**src/rtl/uart_pkg.sv**
```systemverilog
// Shared UART constants: baud divider end values, frame width and tx state encoding.
package uart_pkg;

   // Cycles per bit minus one, rounded to the nearest whole divider.
   localparam int BAUD_END_9600_50M    = 5207;
   localparam int BAUD_END_115200_50M  = 433;
   localparam int BAUD_END_460800_50M  = 107;
   localparam int BAUD_END_9600_200M   = 20832;
   localparam int BAUD_END_115200_200M = 1735;
   localparam int BAUD_END_460800_200M = 433;

   localparam int DATA_BITS = 8;

   localparam logic [2:0] ST_IDLE   = 3'd0;
   localparam logic [2:0] ST_START  = 3'd1;
   localparam logic [2:0] ST_DATA   = 3'd2;
   localparam logic [2:0] ST_PARITY = 3'd3;
   localparam logic [2:0] ST_STOP   = 3'd4;

   typedef enum logic [2:0] {
      IDLE   = ST_IDLE,
      START  = ST_START,
      DATA   = ST_DATA,
      PARITY = ST_PARITY,
      STOP   = ST_STOP
   } tx_state_t;

   function automatic logic frame_parity(input logic [DATA_BITS-1:0] data, input logic odd);
      return (^data) ^ odd;
   endfunction

endpackage

```
**src/rtl/uart_baud_tick.sv**
```systemverilog
// Bit-period timer: counts 0..BAUD_END while enabled, pulses tick on the last count.
module uart_baud_tick #(
   parameter int BAUD_END = 107
) (
   input  logic clk50M,
   input  logic rst_n,
   input  logic en,
   output logic tick
);

   localparam int CW = $clog2(BAUD_END + 1);

   logic [CW-1:0] cnt;

   // NOTE: clocked state is written with non-blocking assignments only.
   always_ff @(posedge clk50M) begin
      if (!rst_n || !en) begin
         cnt <= '0;
      end else if (cnt == CW'(BAUD_END)) begin
         cnt <= '0;
      end else begin
         cnt <= cnt + CW'(1);
      end
   end

   assign tick = en && (cnt == CW'(BAUD_END));

endmodule

```
**src/rtl/uart_tx.sv**
```systemverilog
// UART transmitter, 8N1 LSB first, idle-high registered line.
// Define UART_TX_PARITY_EN to insert a parity bit after the data bits.
module uart_tx
   import uart_pkg::*;
#(
   parameter int BAUD_END  = BAUD_END_460800_50M,
   parameter int STOP_BITS = 1
`ifdef UART_TX_PARITY_EN
   ,
   parameter bit PARITY_ODD = 1'b0
`endif
) (
   input  logic       clk50M,
   input  logic       rst_n,
   input  logic [7:0] tx_data,
   input  logic       tx_valid,
   output logic       tx_ready,
   output logic       rs232_tx,
   output logic       tx_busy,
   output logic       flag_end
);

   localparam logic [2:0] LAST_DATA = 3'(DATA_BITS - 1);
   localparam logic [2:0] LAST_STOP = 3'(STOP_BITS - 1);

   tx_state_t  state, state_next;
   logic       tick, handshake;
   logic       line_next, end_next;
   logic [7:0] shift;
   logic [2:0] bit_cnt;
`ifdef UART_TX_PARITY_EN
   logic       parity_bit;
`endif

   assign tx_ready  = rst_n && (state == IDLE);
   assign tx_busy   = (state != IDLE);
   assign handshake = tx_valid && tx_ready;

   uart_baud_tick #(.BAUD_END(BAUD_END)) u_baud (
      .clk50M (clk50M),
      .rst_n  (rst_n),
      .en     (tx_busy),
      .tick   (tick)
   );

   always_ff @(posedge clk50M) begin
      if (!rst_n) state <= IDLE;
      else        state <= state_next;
   end

   // NOTE: every output of this block is defaulted first so no latch can form.
   always_comb begin
      state_next = state;
      line_next  = 1'b1;
      end_next   = 1'b0;
      case (state)
         IDLE:  if (handshake) state_next = START;
         START: begin
            line_next = 1'b0;
            if (tick) state_next = DATA;
         end
         DATA: begin
            line_next = shift[0];
`ifdef UART_TX_PARITY_EN
            if (tick && bit_cnt == LAST_DATA) state_next = PARITY;
`else
            if (tick && bit_cnt == LAST_DATA) state_next = STOP;
`endif
         end
`ifdef UART_TX_PARITY_EN
         PARITY: begin
            line_next = parity_bit;
            if (tick) state_next = STOP;
         end
`endif
         STOP: begin
            if (tick && bit_cnt == LAST_STOP) begin
               state_next = IDLE;
               end_next   = 1'b1;
            end
         end
         default: state_next = IDLE;
      endcase
   end

   // The line is registered from the current state, so it trails state by one cycle.
   always_ff @(posedge clk50M) begin
      if (!rst_n) begin
         shift    <= '0;
         bit_cnt  <= '0;
         rs232_tx <= 1'b1;
         flag_end <= 1'b0;
      end else begin
         rs232_tx <= line_next;
         flag_end <= end_next;
         if (handshake) begin
            shift   <= tx_data;
            bit_cnt <= '0;
         end else if (tick) begin
            if (state == DATA) shift <= shift >> 1;
            bit_cnt <= (state_next == state) ? bit_cnt + 3'd1 : 3'd0;
         end
      end
   end

`ifdef UART_TX_PARITY_EN
   always_ff @(posedge clk50M) begin
      if (!rst_n)         parity_bit <= 1'b0;
      else if (handshake) parity_bit <= frame_parity(tx_data, PARITY_ODD);
   end
`endif

endmodule

```
**config.mk**
```make
export PLATFORM = sky130hd
export DESIGN_NAME = uart_tx
export DESIGN_NICKNAME = d
export VERILOG_FILES = /design/src/rtl/uart_pkg.sv /design/src/rtl/uart_baud_tick.sv /design/src/rtl/uart_tx.sv
export SDC_FILE = /design/constraint.sdc
export NUM_CORES = 1
export LEC_CHECK = 0
export ABC_AREA = 1
export CAP_MARGIN = 40
export CELL_PAD_IN_SITES_DETAIL_PLACEMENT = 2
export CELL_PAD_IN_SITES_GLOBAL_PLACEMENT = 2
export CORE_MARGIN = 2
export CORE_UTILIZATION = 27
export CTS_CLUSTER_DIAMETER = 60
export DETAILED_ROUTE_END_ITERATION = 6
export GPL_TIMING_DRIVEN = 0
export PLACE_DENSITY = 0.74
export SKIP_CTS_REPAIR_TIMING = 1
export SLEW_MARGIN = 5
export SYNTH_ARGS = -nofsm -noshare
export SYNTH_HDL_FRONTEND = slang
export SYNTH_SLANG_ARGS = --single-unit
```
**constraint.sdc**
```tcl
create_clock -name clk50M -period 1.5 [get_ports clk50M]
set_input_delay 0.3 -clock clk50M [delete_from_list [all_inputs] [get_ports clk50M]]
set_output_delay 0.3 -clock clk50M [all_outputs]
set_load 0.005 [all_outputs]
```
-- After elaboration in Yosys (flattened, before gate mapping)
Index checks and enable logic that the tools add are counted.
- latch bits: 0
- memories: 0
- input port bits: 11
- output and inout bits: 4
- register bits: 23
- bits in writable memories: 0
- ROM bits: 0
- word-level logic and storage cells: 43
- order comparisons: 0
- eq/ne operators: 6
- div/mod/pow operators: 0
- shift operators: 0
- bitwise logic cells: 1
- multiplexer cells: 11
- reduce and logical (&&, ||, !) cells: 17
- add/subtract/negate cells: 2
- multiply operators: 0
- operator list (kind ; count):
    $mux 8 ; 3
    $mux 3 ; 5
    $pmux 3 s4 ; 1
    $add 7x1->7 const B ; 1
    $eq 7x7->1 const B ; 1
    $eq 3x3->1 const B ; 2
    $logic_not 3->1 ; 2
    $logic_and 1x1->1 ; 5
    $reduce_and 2->1 ; 2
    $reduce_bool 2->1 ; 2
    $reduce_or 2->1 ; 2
    $add 3x1->3 const B ; 1
    $eq 3x1->1 const B ; 1
    $eq 3x2->1 const B ; 1
    $eq 3x3->1 ; 1
    $reduce_bool 3->1 ; 1
    $logic_not 1->1 ; 2
    $pmux 1 s2 ; 1
    $logic_or 1x1->1 ; 1
    $mux 1 ; 1
    $not 1->1 ; 1

-- Longest topological paths before layout
Gate-level depths: netlist (run 1).
- depth in word-level cells: 7
- depth in mapped cells: 12
- mapped depth without buffers: 11

-- Modules after synthesis
From an unflattened synthesis (run 1), not the netlist that was laid out.
- cell total of the unflattened synthesis: 154
- area, all modules: 1132.3 um2
- by module, submodules not included (module ; area each (um2) ; sequential area each (um2) ; instances ; cells an instance):
    uart_tx ; 770.7 ; 320.3 ; 1 ; 107
    uart_baud_tick ; 361.6 ; 140.1 ; 1 ; 47

-- Worst setup path after synthesis (run 1)
No wires, ideal clock.
- kind: register to register
- start: register u_baud.cnt[0]
- end: register shift[0]
- path slack: 0.062 ns
- arrival time: 1.368 ns
- required time: 1.430 ns
- stages on the path, launching flop included: 13
- setup time: 0.070 ns
- path buffers: 1
- period minus slack after synthesis: 1.438 ns
- path through: dfxtp_1 -> ha_1 -> nand2_1 -> nor2_2 -> nand2_2 -> inv_2 -> nand2_1 -> nand2_4 -> inv_4 -> buf_6 -> nor2_2 -> o21ai_1 -> a21oi_1
- word-level cells in the longest chain between the ends: 4
- RTL lines (element ; line ; source):
    start: declaration ; uart_baud_tick.sv:13 ; logic [CW-1:0] cnt;
    start signal: assignment ; uart_baud_tick.sv:22 ; cnt <= cnt + CW'(1);
    $eq 7x7->1 ; uart_baud_tick.sv:26 ; assign tick = en && (cnt == CW'(BAUD_END));
    $logic_and 1x1->1 ; uart_baud_tick.sv:26 ;
    $reduce_bool 2->1 (no source line) ; -- ;
    $reduce_and 2->1 (no source line) ; -- ;
    end signal: assignment ; uart_tx.sv:97 ; shift <= tx_data;
    end signal: assignment ; uart_tx.sv:100 ; if (state == DATA) shift <= shift >> 1;
    end: declaration ; uart_tx.sv:29 ; logic [7:0] shift;
Every way passes these cells.
A chain may end at the register's enable or synchronous reset.

-- Worst setup path in the final report (run 1)
- start: register state[2]
- end: register shift[1]
- word-level cells in the longest chain between the ends: 5
- elaborated cells between the ends (all ways): 10
- those cells by class: eq/ne: 1; mux: 1; reduce/logical: 8
- RTL lines (element ; line ; source):
    start: declaration ; uart_tx.sv:26 ; tx_state_t state, state_next;
    start signal: assignment ; uart_tx.sv:48 ; else state <= state_next;
    $logic_not 3->1 ; uart_tx.sv:35 ; assign tx_ready = rst_n && (state == IDLE);
    $logic_and 1x1->1 ; uart_tx.sv:35 ;
    $logic_and 1x1->1 ; uart_tx.sv:37 ; assign handshake = tx_valid && tx_ready;
    $reduce_bool 2->1 (no source line) ; -- ;
    $reduce_and 2->1 (no source line) ; -- ;
Parallel ways exist; a longest one is shown, timed or not.

==> flow_summary_export.csv, run 1 <==
group,metric,value,unit
worst_setup_path,cp_slowest_cell,"dfxtp_4",
worst_setup_path,critPathCaptureType,"register",
floorplanning,fp-row-count,23,
timing,finalHoldViolCount,0,
status,status,"finished with violations",
yosys,synth_top_area_cell,"dfxtp_1",
drt,met3_wirelength,79,um
drt,drc,0,
yosys,synth_common_cells,"nand2_1 (26), dfxtp_1 (23), nor2_1 (23)",
clock_network,htreeDepth,1,
yosys,synth-main-ff-cell,"dfxtp_1",
clock_network,clock_path_buffers,2,
yosys,synthArstFlopShare,0,%
floorplanning,die_area,0.00470,sq mm
worst_setup_path,r2r_cells,11,
yosys,synth-edff-count,0,
clock_network,cts-root-buf,"clkbuf_8",
worst_setup_path,required,1690,ps
floorplanning,core,0.00400,sq mm
yosys,yosysUniqueCellTypes,26,
clock_network,clk_pin_slew,90,ps
clock_network,cts_buffers,3,
floorplanning,initial_core_util,28.2,%
worst_hold_path,holdPathStages,3,
worst_setup_path,crit_arrival,1810,ps
place,hpwl,2300,um
timing,fmax,617,MHz
timing,post-route-period-util,108,%
power_and_ir_drop,power.density,732,mW/mm^2
clock_network,clock_latency,270,ps
job,drv.max_cap_violation_count,0,
grt,grt_pass1_wl,4690,um
drt,routed.top_layer,"met4",
yosys,synth_nets,168,
drt,met2_length,2060,um
timing,slew-limit-headroom,64.7,%
timing,rsz0062_at_grt,"yes",
layout,syn_to_final_growth,49.6,%
floorplanning,die_x,68.6,um
yosys,synth_area_leaders,"dfxtp_1 (41%), nand2_1 (8.7%), nor2_1 (7.7%)",
timing,fin_skew,4.55,ps
grt,grt_max_degree,14,
yosys,ys_seq_area_share,40.9,%
worst_hold_path,holdPathEnd,"flag_end$_SDFF_PN0_",
clock_network,cts_tree,"yes",
clock_network,cts_sinks,23,
yosys,ys_ff_latch,23,
worst_setup_path,rr_endpoint,"shift[1]$_SDFFE_PN0P_",
grt,antenna_found_initial,0,
yosys,synth_top_area_share,40.9,%
drt,wl_met1,1630,um
yosys,synth.cell_area,0.00113,sq mm
timing,setup_viol,7,
drt,via_per_inst,4.75,
grt,overflow,0,
yosys,syn_inst,153,
worst_setup_path,r2r_slack,-120,ps
layout,antenna_cells,0,
timing,tightest_slew,530,ps
grt,grt_use_total,13.5,%
floorplanning,ioPinCount,15,
worst_setup_path,crit_chain,"nor2_4 > nand2_4 > buf_12 > nor2_8 > nand2_8 > nand2_4 > inv_6 > buf_8 > nor2_4 > o21ai_1 > a21oi_1",
power_and_ir_drop,p_total,1.23,mW
worst_setup_path,critPathLaunchType,"register",
timing,final.min_clock_period,1620,ps
layout,nNetsFinal,205,
drt,wl,3820,um
yosys,synth_most_common_cell,"nand2_1",
floorplanning,die_h,68.6,um
drt,postRouteAntennaNets,0,
worst_setup_path,critical_path_buf_inv_count,3,
grt,first_global_vias,1058,
worst_setup_path,cp_top_family,"simple AND/OR/NAND/NOR gates",
drt,drtPass1Iterations,2,
timing,slew_viol_final,0,
worst_setup_path,r2r-start,"state[2]$_SDFF_PN0_",
power_and_ir_drop,irDropWorstVdd,0.525,mV
worst_setup_path,path_depth,11,
timing,timing.final.ws_setup,-120,ps
place,io_buffers,14,
drt,vias,1135,
drt,drt-initial-drc-count,30,
layout,utilization,42.1,%
worst_setup_path,cpPeakStageDelay,370,ps
power_and_ir_drop,leakage,0.711,nW
worst_setup_path,worstPathMaxFanout,5,
drt,wl_per_cell,16.0,um
status,violations,"setup timing",
worst_hold_path,hp-start,"rst_n",
worst_setup_path,critical_path_class,"register to register",
yosys,avgSynthCellArea,7.36,sq um
layout,layout-drive-gt1-share,31.7,%
place,gp_congestion,0.761,
yosys,yosys_warnings,0,
worst_hold_path,min_path_type,"input pin to register",
## worst max-delay path by stage
stage | from | end | slack (ps)
after floorplan | u_baud.cnt[0]$_SDFF_PP0_ | shift[0]$_SDFFE_PN0P_ | 60
after global placement | rst_n | tx_ready | -560
after detailed placement | rst_n | tx_ready | -560
after CTS | rst_n | tx_ready | -560
after global routing | state[2]$_SDFF_PN0_ | shift[1]$_SDFFE_PN0P_ | -230
final | state[2]$_SDFF_PN0_ | shift[1]$_SDFFE_PN0P_ | -120
## cell type report
| class | instances | area, sq um |
|---|---|---|
| Fill cell | 454 | 2320 |
| Multi-Input combinational cell | 109 | 678 |
| Sequential cell | 23 | 475 |
| Timing Repair Buffer | 31 | 305 |
| Inverter | 20 | 97.6 |
| Tap cell | 50 | 62.6 |
| Clock buffer | 3 | 41.3 |
| Buffer | 2 | 18.8 |
| Clock inverter | 1 | 5.00 |
## power by group
group,total (mW),leakage (nW),internal [mW],switching [mW]
Sequential,0.629,0.190,0.620,0.00941
Clock,0.395,0.0255,0.186,0.209
Combinational,0.208,0.495,0.104,0.104
## cell usage in the layout, fill, tap and decap left out, types with 2 or more instances in the layout
cell type,synthesis,layout
a21oi_1,17,16
buf_4,0,15
clkbuf_8,0,3
clkdlybuf4s50_1,0,11
dfxtp_1,23,17
dfxtp_2,0,3
dfxtp_4,0,3
dlymetal6s2s_1,0,3
ha_1,4,2
inv_1,15,13
inv_2,4,4
inv_6,0,2
nand2_1,26,23
nand2_2,2,2
nand2_4,3,6
nand3_1,8,8
nand4_1,2,2
nor2_1,23,19
nor2_2,3,3
nor2_4,1,5
nor3_1,3,3
nor3b_1,2,2
o21ai_1,2,4
o21ai_2,0,3
## per-stage QoR
stage,setup TNS [ps],worst slack (ps),area (sq um),instances,hold WS [ps]
6_report,-313,-120,1680,239,413
3_5_place_dp,-6470,-555,1330,217,448
4_1_cts,-2820,-564,1380,221,464
5_1_grt,-1500,-227,1680,239,430
2_1_floorplan,0,61.8,1130,153,418
3_3_place_gp,-6180,-560,1330,217,431
## worst reg2reg max path, delay by kind of cell, from the launching register on
family / cells / cell delay (ps)
compound gates: 2 / 250
buf+inv: 3 / 310
flops: 1 / 370
simple gates: 6 / 620
## registers in the layout, indices dropped and copies added, names as in the netlist
name / cells
bit_cnt: 3
flag_end: 1
rs232_tx: 1
shift: 8
state: 3
u_baud.cnt: 7
## logic make-up (layout without fill, tap and decap cells)
kind of cell	Yosys count	in the layout	share of synthesized area, %
adders and majority gates	4	4	4.44
buffers and inverters	22	57	8.22
and+or+nand+nor	76	77	33.3
AOI/OAI and AO/OA	27	27	12.3
xor gates and xnor gates	1	1	0.778
DFF	23	23	40.9
## per-layer routing
layer | track usage (%) | vias up
met5 | 0 | -
met4 | 4.50 | 0
met3 | 2.44 | 5
met2 | 23.8 | 15
met1 | 16.6 | 547
li1 | - | 568
Note: power is estimated with default switching activity, not from simulation.
==> inputs of run 2 (changes only) <==
==> constraint.sdc (replaced) <==
create_clock -name clk50M -period 1.4 [get_ports clk50M]
set_input_delay 0.28 -clock clk50M [delete_from_list [all_inputs] [get_ports clk50M]]
set_output_delay 0.28 -clock clk50M [all_outputs]
set_load 0.005 [all_outputs]
==> flow_summary_export.csv, run 2 (same netlist as run 1, synthesis figures left out) <==
group,metric,value,unit
drt,wl_per_cell,17.3,um
clock_network,clk_pin_slew,90,ps
worst_hold_path,holdPathEnd,"shift[7]$_SDFFE_PN0P_",
floorplanning,die_area,0.00470,sq mm
grt,grt_pass1_wl,5020,um
layout,nNetsFinal,204,
worst_setup_path,critPathCaptureType,"register",
place,io_buffers,14,
timing,final.min_clock_period,1600,ps
floorplanning,initial_core_util,28.2,%
status,violations,"setup timing",
place,gp_congestion,0.765,
drt,via_per_inst,4.85,
clock_network,clock_path_buffers,2,
worst_setup_path,r2r_slack,-200,ps
worst_setup_path,required,1600,ps
timing,slew-limit-headroom,63.7,%
layout,layout-drive-gt1-share,38.8,%
layout,antenna_cells,0,
worst_setup_path,critical_path_class,"register to register",
drt,drc,0,
grt,grt_max_degree,13,
floorplanning,fp-row-count,23,
grt,first_global_vias,1120,
layout,syn_to_final_growth,56.7,%
drt,wl,4110,um
layout,fill_cells,448,
place,hpwl,2290,um
status,status,"finished with violations",
layout,fin_area,0.00176,sq mm
timing,slew_viol_final,0,
worst_setup_path,rr_endpoint,"shift[0]$_SDFFE_PN0P_",
worst_hold_path,hp-start,"rst_n",
drt,vias,1154,
power_and_ir_drop,p_int,973,uW
clock_network,cts_tree,"yes",
worst_setup_path,r2r_cells,11,
worst_hold_path,holdPathStages,3,
job,drv.max_cap_violation_count,0,
layout,seqCellArea,473,sq um
layout,reg_top3,"shift: 8 flops, u_baud.cnt: 7 flops",
layout,final_cell_mix,"nand2_1 (18), dfxtp_1 (17), nor2_1 (14), a21oi_1 (14), inv_1 (13)",
timing,post-route-period-util,114,%
worst_setup_path,worstPathMaxFanout,6,
timing,tns,-1830,ps
power_and_ir_drop,seq_power_share,51.3,%
worst_setup_path,cpPeakStageDelay,370,ps
layout,multi_input_area,746,sq um
clock_network,cts-root-buf,"clkbuf_8",
worst_setup_path,critPathLaunchType,"register",
drt,postRouteAntennaNets,0,
timing,finalHoldViolCount,0,
clock_network,cts_sinks,23,
worst_setup_path,cp_slowest_cell,"dfxtp_4",
power_and_ir_drop,power.switching,346,uW
worst_setup_path,cpMostUsedCell,"nand2_4",
timing,timing.final.ws_setup,-199,ps
grt,overflow,0,
floorplanning,ioPinCount,15,
timing,fmax,625,MHz
place,pre_cts_slack,-596,ps
worst_setup_path,crit_chain,"nor2_4 > nand2_4 > buf_12 > nor2_8 > nand2_8 > nand2_4 > inv_6 > buf_8 > nor2_2 > o21ai_1 > a21oi_1",
timing,setup_viol,13,
clock_network,cts_buffers,3,
power_and_ir_drop,clockPowerShare,32.1,%
power_and_ir_drop,power.density,748,mW/mm^2
layout,largest_reg_flops,8,
drt,drt-initial-drc-count,22,
layout,largest_register,"shift",
floorplanning,die_x,68.6,um
floorplanning,core,0.00400,sq mm
timing,tightest_slew,545,ps
worst_setup_path,crit_arrival,1800,ps
layout,final_common_cell,"nand2_1",
power_and_ir_drop,irDropWorstVdd,0.479,mV
place,dpl_cell_area,0.00133,sq mm
power_and_ir_drop,leakage,0.762,nW
floorplanning,die_h,68.6,um
timing,fin_skew,9.70,ps
timing,rsz0062_at_grt,"yes",
clock_network,htreeDepth,1,
drt,drtPass1Iterations,2,
worst_setup_path,r2r-start,"state[2]$_SDFF_PN0_",
clock_network,clock_latency,270,ps
worst_hold_path,min_path_type,"input pin to register",
power_and_ir_drop,switching_share,26.3,%
grt,antenna_found_initial,0,
grt,grt_use_total,14.4,%
power_and_ir_drop,pwr-share-comb,16.6,%
==> run 2: cell count changes in the layout (fill, tap and decap cells not counted), moves of 2 or more <==
cell             change
a21oi_1              -2
a21oi_2              +2
buf_4                -5
buf_6                +5
clkdlybuf4s50_1      -2
dlymetal6s2s_1       +2
nand2_1              -5
nand2_2              +2
nand2_4              +2
nor2_1               -5
nor2_4               +4
o21ai_1              -2
==> run 2: cell type report <==
cell class | count | share of cell area, %
Multi-Input combinational cell | 108 | 42.3
Sequential cell | 23 | 26.8
Timing Repair Buffer | 31 | 18.7
Inverter | 20 | 5.11
Tap cell | 50 | 3.55
Clock buffer | 4 | 2.55
Buffer | 2 | 1.06
==> run 2: worst max-delay path, delay by kind of cell (launching register included) <==
family                 cells  cell delay [ps]
and+or+nand+nor            6              640
AOI/OAI and AO/OA          2              180
DFF                        1              370
buffers and inverters      3              320
==> run 2: metal layers <==
| layer | global-route usage (%) | wire length (um) | up-vias |
|---|---|---|---|
| met5 | 0 | 0 | - |
| met4 | 4.50 | 65 | 0 |
| li1 | - | - | 561 |
| met2 | 26.2 | 2340 | 13 |
| met3 | 2.44 | 99 | 4 |
| met1 | 16.9 | 1600 | 576 |
==> run 2: power groups by stage <==
stage / Sequential (mW) / Clock (mW) / Combinational, mW
floorplan: 0.689 / 0 / 0.0818
detailed placement: 0.692 / 0 / 0.149
CTS: 0.676 / 0.435 / 0.150
global placement: 0.691 / 0 / 0.142
finish: 0.676 / 0.424 / 0.219
global route: 0.678 / 0.475 / 0.236
==> run 2: stage by stage <==
stage	std cells	power [mW]	hold WS [ps]	utilization, %
floorplan	153	0.771	406	-
global placement	217	0.833	431	33.3
detailed placement	217	0.840	448	33.3
CTS	221	1.26	461	34.5
global route	238	1.39	428	44.1
finish	238	1.32	416	44.1
==> run 2: worst max-delay path by stage <==
stage,start,to,slack (ps),depth (start not counted)
after global placement,rst_n,tx_ready,-580,4
after global routing,state[2]$_SDFF_PN0_,shift[1]$_SDFFE_PN0P_,-270,11
after floorplan,u_baud.cnt[0]$_SDFF_PP0_,shift[0]$_SDFFE_PN0P_,5,12
after CTS,rst_n,tx_ready,-600,4
after detailed placement,rst_n,shift[6]$_SDFFE_PN0P_,-600,8
final,state[2]$_SDFF_PN0_,shift[0]$_SDFFE_PN0P_,-200,11
==> inputs of run 3 (changes only) <==
--- a/config.mk
+++ b/config.mk
@@ -10,11 +10,11 @@
 export CELL_PAD_IN_SITES_DETAIL_PLACEMENT = 2
 export CELL_PAD_IN_SITES_GLOBAL_PLACEMENT = 2
 export CORE_MARGIN = 2
-export CORE_UTILIZATION = 27
+export CORE_UTILIZATION = 30
 export CTS_CLUSTER_DIAMETER = 60
 export DETAILED_ROUTE_END_ITERATION = 6
 export GPL_TIMING_DRIVEN = 0
-export PLACE_DENSITY = 0.74
+export PLACE_DENSITY = 0.78
 export SKIP_CTS_REPAIR_TIMING = 1
 export SLEW_MARGIN = 5
 export SYNTH_ARGS = -nofsm -noshare
==> constraint.sdc (replaced) <==
create_clock -name clk50M -period 1.8 [get_ports clk50M]
set_input_delay 0.36 -clock clk50M [delete_from_list [all_inputs] [get_ports clk50M]]
set_output_delay 0.36 -clock clk50M [all_outputs]
set_load 0.005 [all_outputs]
==> flow_summary_export.csv, run 3 (same netlist as run 1, synthesis figures left out) <==
group,metric,value,unit
status,status,"complete, no violations",
floorplanning,fp-row-count,22,
layout,final_cell_mix,"nand2_1 (26), nor2_1 (23), dfxtp_1 (18)",
place,pre_cts_slack,-356,ps
drt,drtPass1Iterations,2,
worst_setup_path,critPathCaptureType,"output port",
place,post-place-cells,215,
worst_setup_path,worstPathMaxFanout,6,
timing,post-route-period-util,94.5,%
drt,via_per_inst,4.75,
grt,first_global_vias,1096,
clock_network,htreeDepth,1,
timing,tightest_slew,473,ps
floorplanning,ioPinCount,15,
drt,drt-initial-drc-count,19,
clock_network,clock_path_buffers,2,
grt,antenna_found_initial,0,
layout,antenna_cells,0,
place,io_buffers,14,
worst_setup_path,required,1440,ps
floorplanning,core,0.00363,sq mm
timing,finalHoldViolCount,0,
layout,largest_register,"shift",
timing,slew_viol_final,0,
timing,slew-limit-headroom,68.4,%
clock_network,cts_sinks,23,
layout,final_common_cell,"nand2_1",
floorplanning,die_h,65.3,um
grt,grt_pass1_wl,4890,um
timing,final.min_clock_period,1700,ps
clock_network,cts_buffers,3,
layout,syn_to_final_growth,25.4,%
power_and_ir_drop,leakage,0.553,nW
worst_hold_path,min_path_type,"register to register",
clock_network,cts-root-buf,"clkbuf_8",
layout,largest_reg_flops,8,
power_and_ir_drop,power.density,684,mW/mm^2
worst_setup_path,critPathLaunchType,"register",
drt,vias,1054,
grt,grt_use_total,14.9,%
layout,fin_cells,222,
timing,fmax,588,MHz
job,drv.max_cap_violation_count,0,
place,hpwl,2300,um
floorplanning,initial_core_util,31.0,%
clock_network,clock_latency,270,ps
layout,nNetsFinal,190,
timing,fin_skew,4.62,ps
grt,grt_max_degree,13,
timing,setup_viol,0,
drt,wl,2970,um
clock_network,cts_tree,"yes",
layout,layout-drive-gt1-share,17.2,%
layout,fill_cells,445,
worst_setup_path,critical_path_class,"register to output port",
clock_network,clk_pin_slew,80,ps
power_and_ir_drop,irDropWorstVdd,0.350,mV
drt,drc,0,
timing,timing.final.ws_setup,98.9,ps
drt,wl_per_cell,13.4,um
floorplanning,die_x,65.3,um
place,gp_congestion,0.782,
drt,postRouteAntennaNets,0,
grt,overflow,0,
layout,reg_top3,"shift: 8 flops, u_baud.cnt: 7 flops",
worst_setup_path,crit_arrival,1340,ps
floorplanning,die_area,0.00426,sq mm
## run 3: cell count changes in the layout (fill, tap and decap cells not counted), moves of 3 or more
cell,change
nor2_4,-8
clkdlybuf4s50_1,+3
o21ai_0,+3
nor2_1,+9
dlymetal6s2s_1,-3
a21oi_1,+3
o21ai_2,-4
buf_6,-4
nand2_4,-5
nand2_1,+8
buf_4,-7
a21oi_2,-3
## run 3: final cells by class
cell class	count	area, sq um	area share (%)
clock buffers	4	45.0	3.19
inverters	20	80.1	5.67
repair buffers	17	168	11.9
well taps	48	60.1	4.25
plain buffers	2	15.0	1.06
multi-input cells	108	576	40.7
flip-flops and latches	23	469	33.2
## run 3: report_power, final
| part | leakage (nW) | switching (mW) | internal (mW) | total [mW] |
|---|---|---|---|---|
| sequential | 0.189 | 0.00719 | 0.519 | 0.526 |
| combinational | 0.342 | 0.0613 | 0.0544 | 0.116 |
| clock | 0.0228 | 0.166 | 0.158 | 0.324 |
## run 3: worst paths after layout
check	startpoint	endpoint	slack [ps]	depth (start not counted)
hold / removal	u_baud.cnt[0]$_SDFF_PP0_	u_baud.cnt[0]$_SDFF_PP0_	430	1
setup reg to reg	u_baud.cnt[0]$_SDFF_PP0_	shift[0]$_SDFFE_PN0P_	160	12
setup / recovery	state[0]$_SDFF_PN0_	tx_busy	100	3
hold reg to reg	u_baud.cnt[0]$_SDFF_PP0_	u_baud.cnt[0]$_SDFF_PP0_	430	1
## run 3: per-stage QoR
step	cell area (sq um)	hold slack (ps)	utilization [%]	TNS (ps)	total power [mW]
final	1410	429	38.9	0	0.966
after global routing	1410	463	38.9	-42.0	1.03
after CTS	1370	474	37.7	-434	0.986
after detailed placement	1330	453	36.5	-2700	0.653
after global placement	1330	430	36.5	-2270	0.647
after floorplan	1130	418	-	0	0.600
## run 3: layer usage
metal / vias to the layer above / track usage (%) / share of wire [%]
met5: - / 0 / 0
met4: 0 / 4.69 / 0.91
met3: 4 / 2.57 / 2.1
met2: 11 / 26.4 / 51
met1: 503 / 18.4 / 45
li1: 536 / - / -
## run 3: critical path, stage by stage, from the launching register on
cell,delay [ps]
dfxtp_2,380
inv_2,60
nand2_4,110
clkdlybuf4s50_1,520
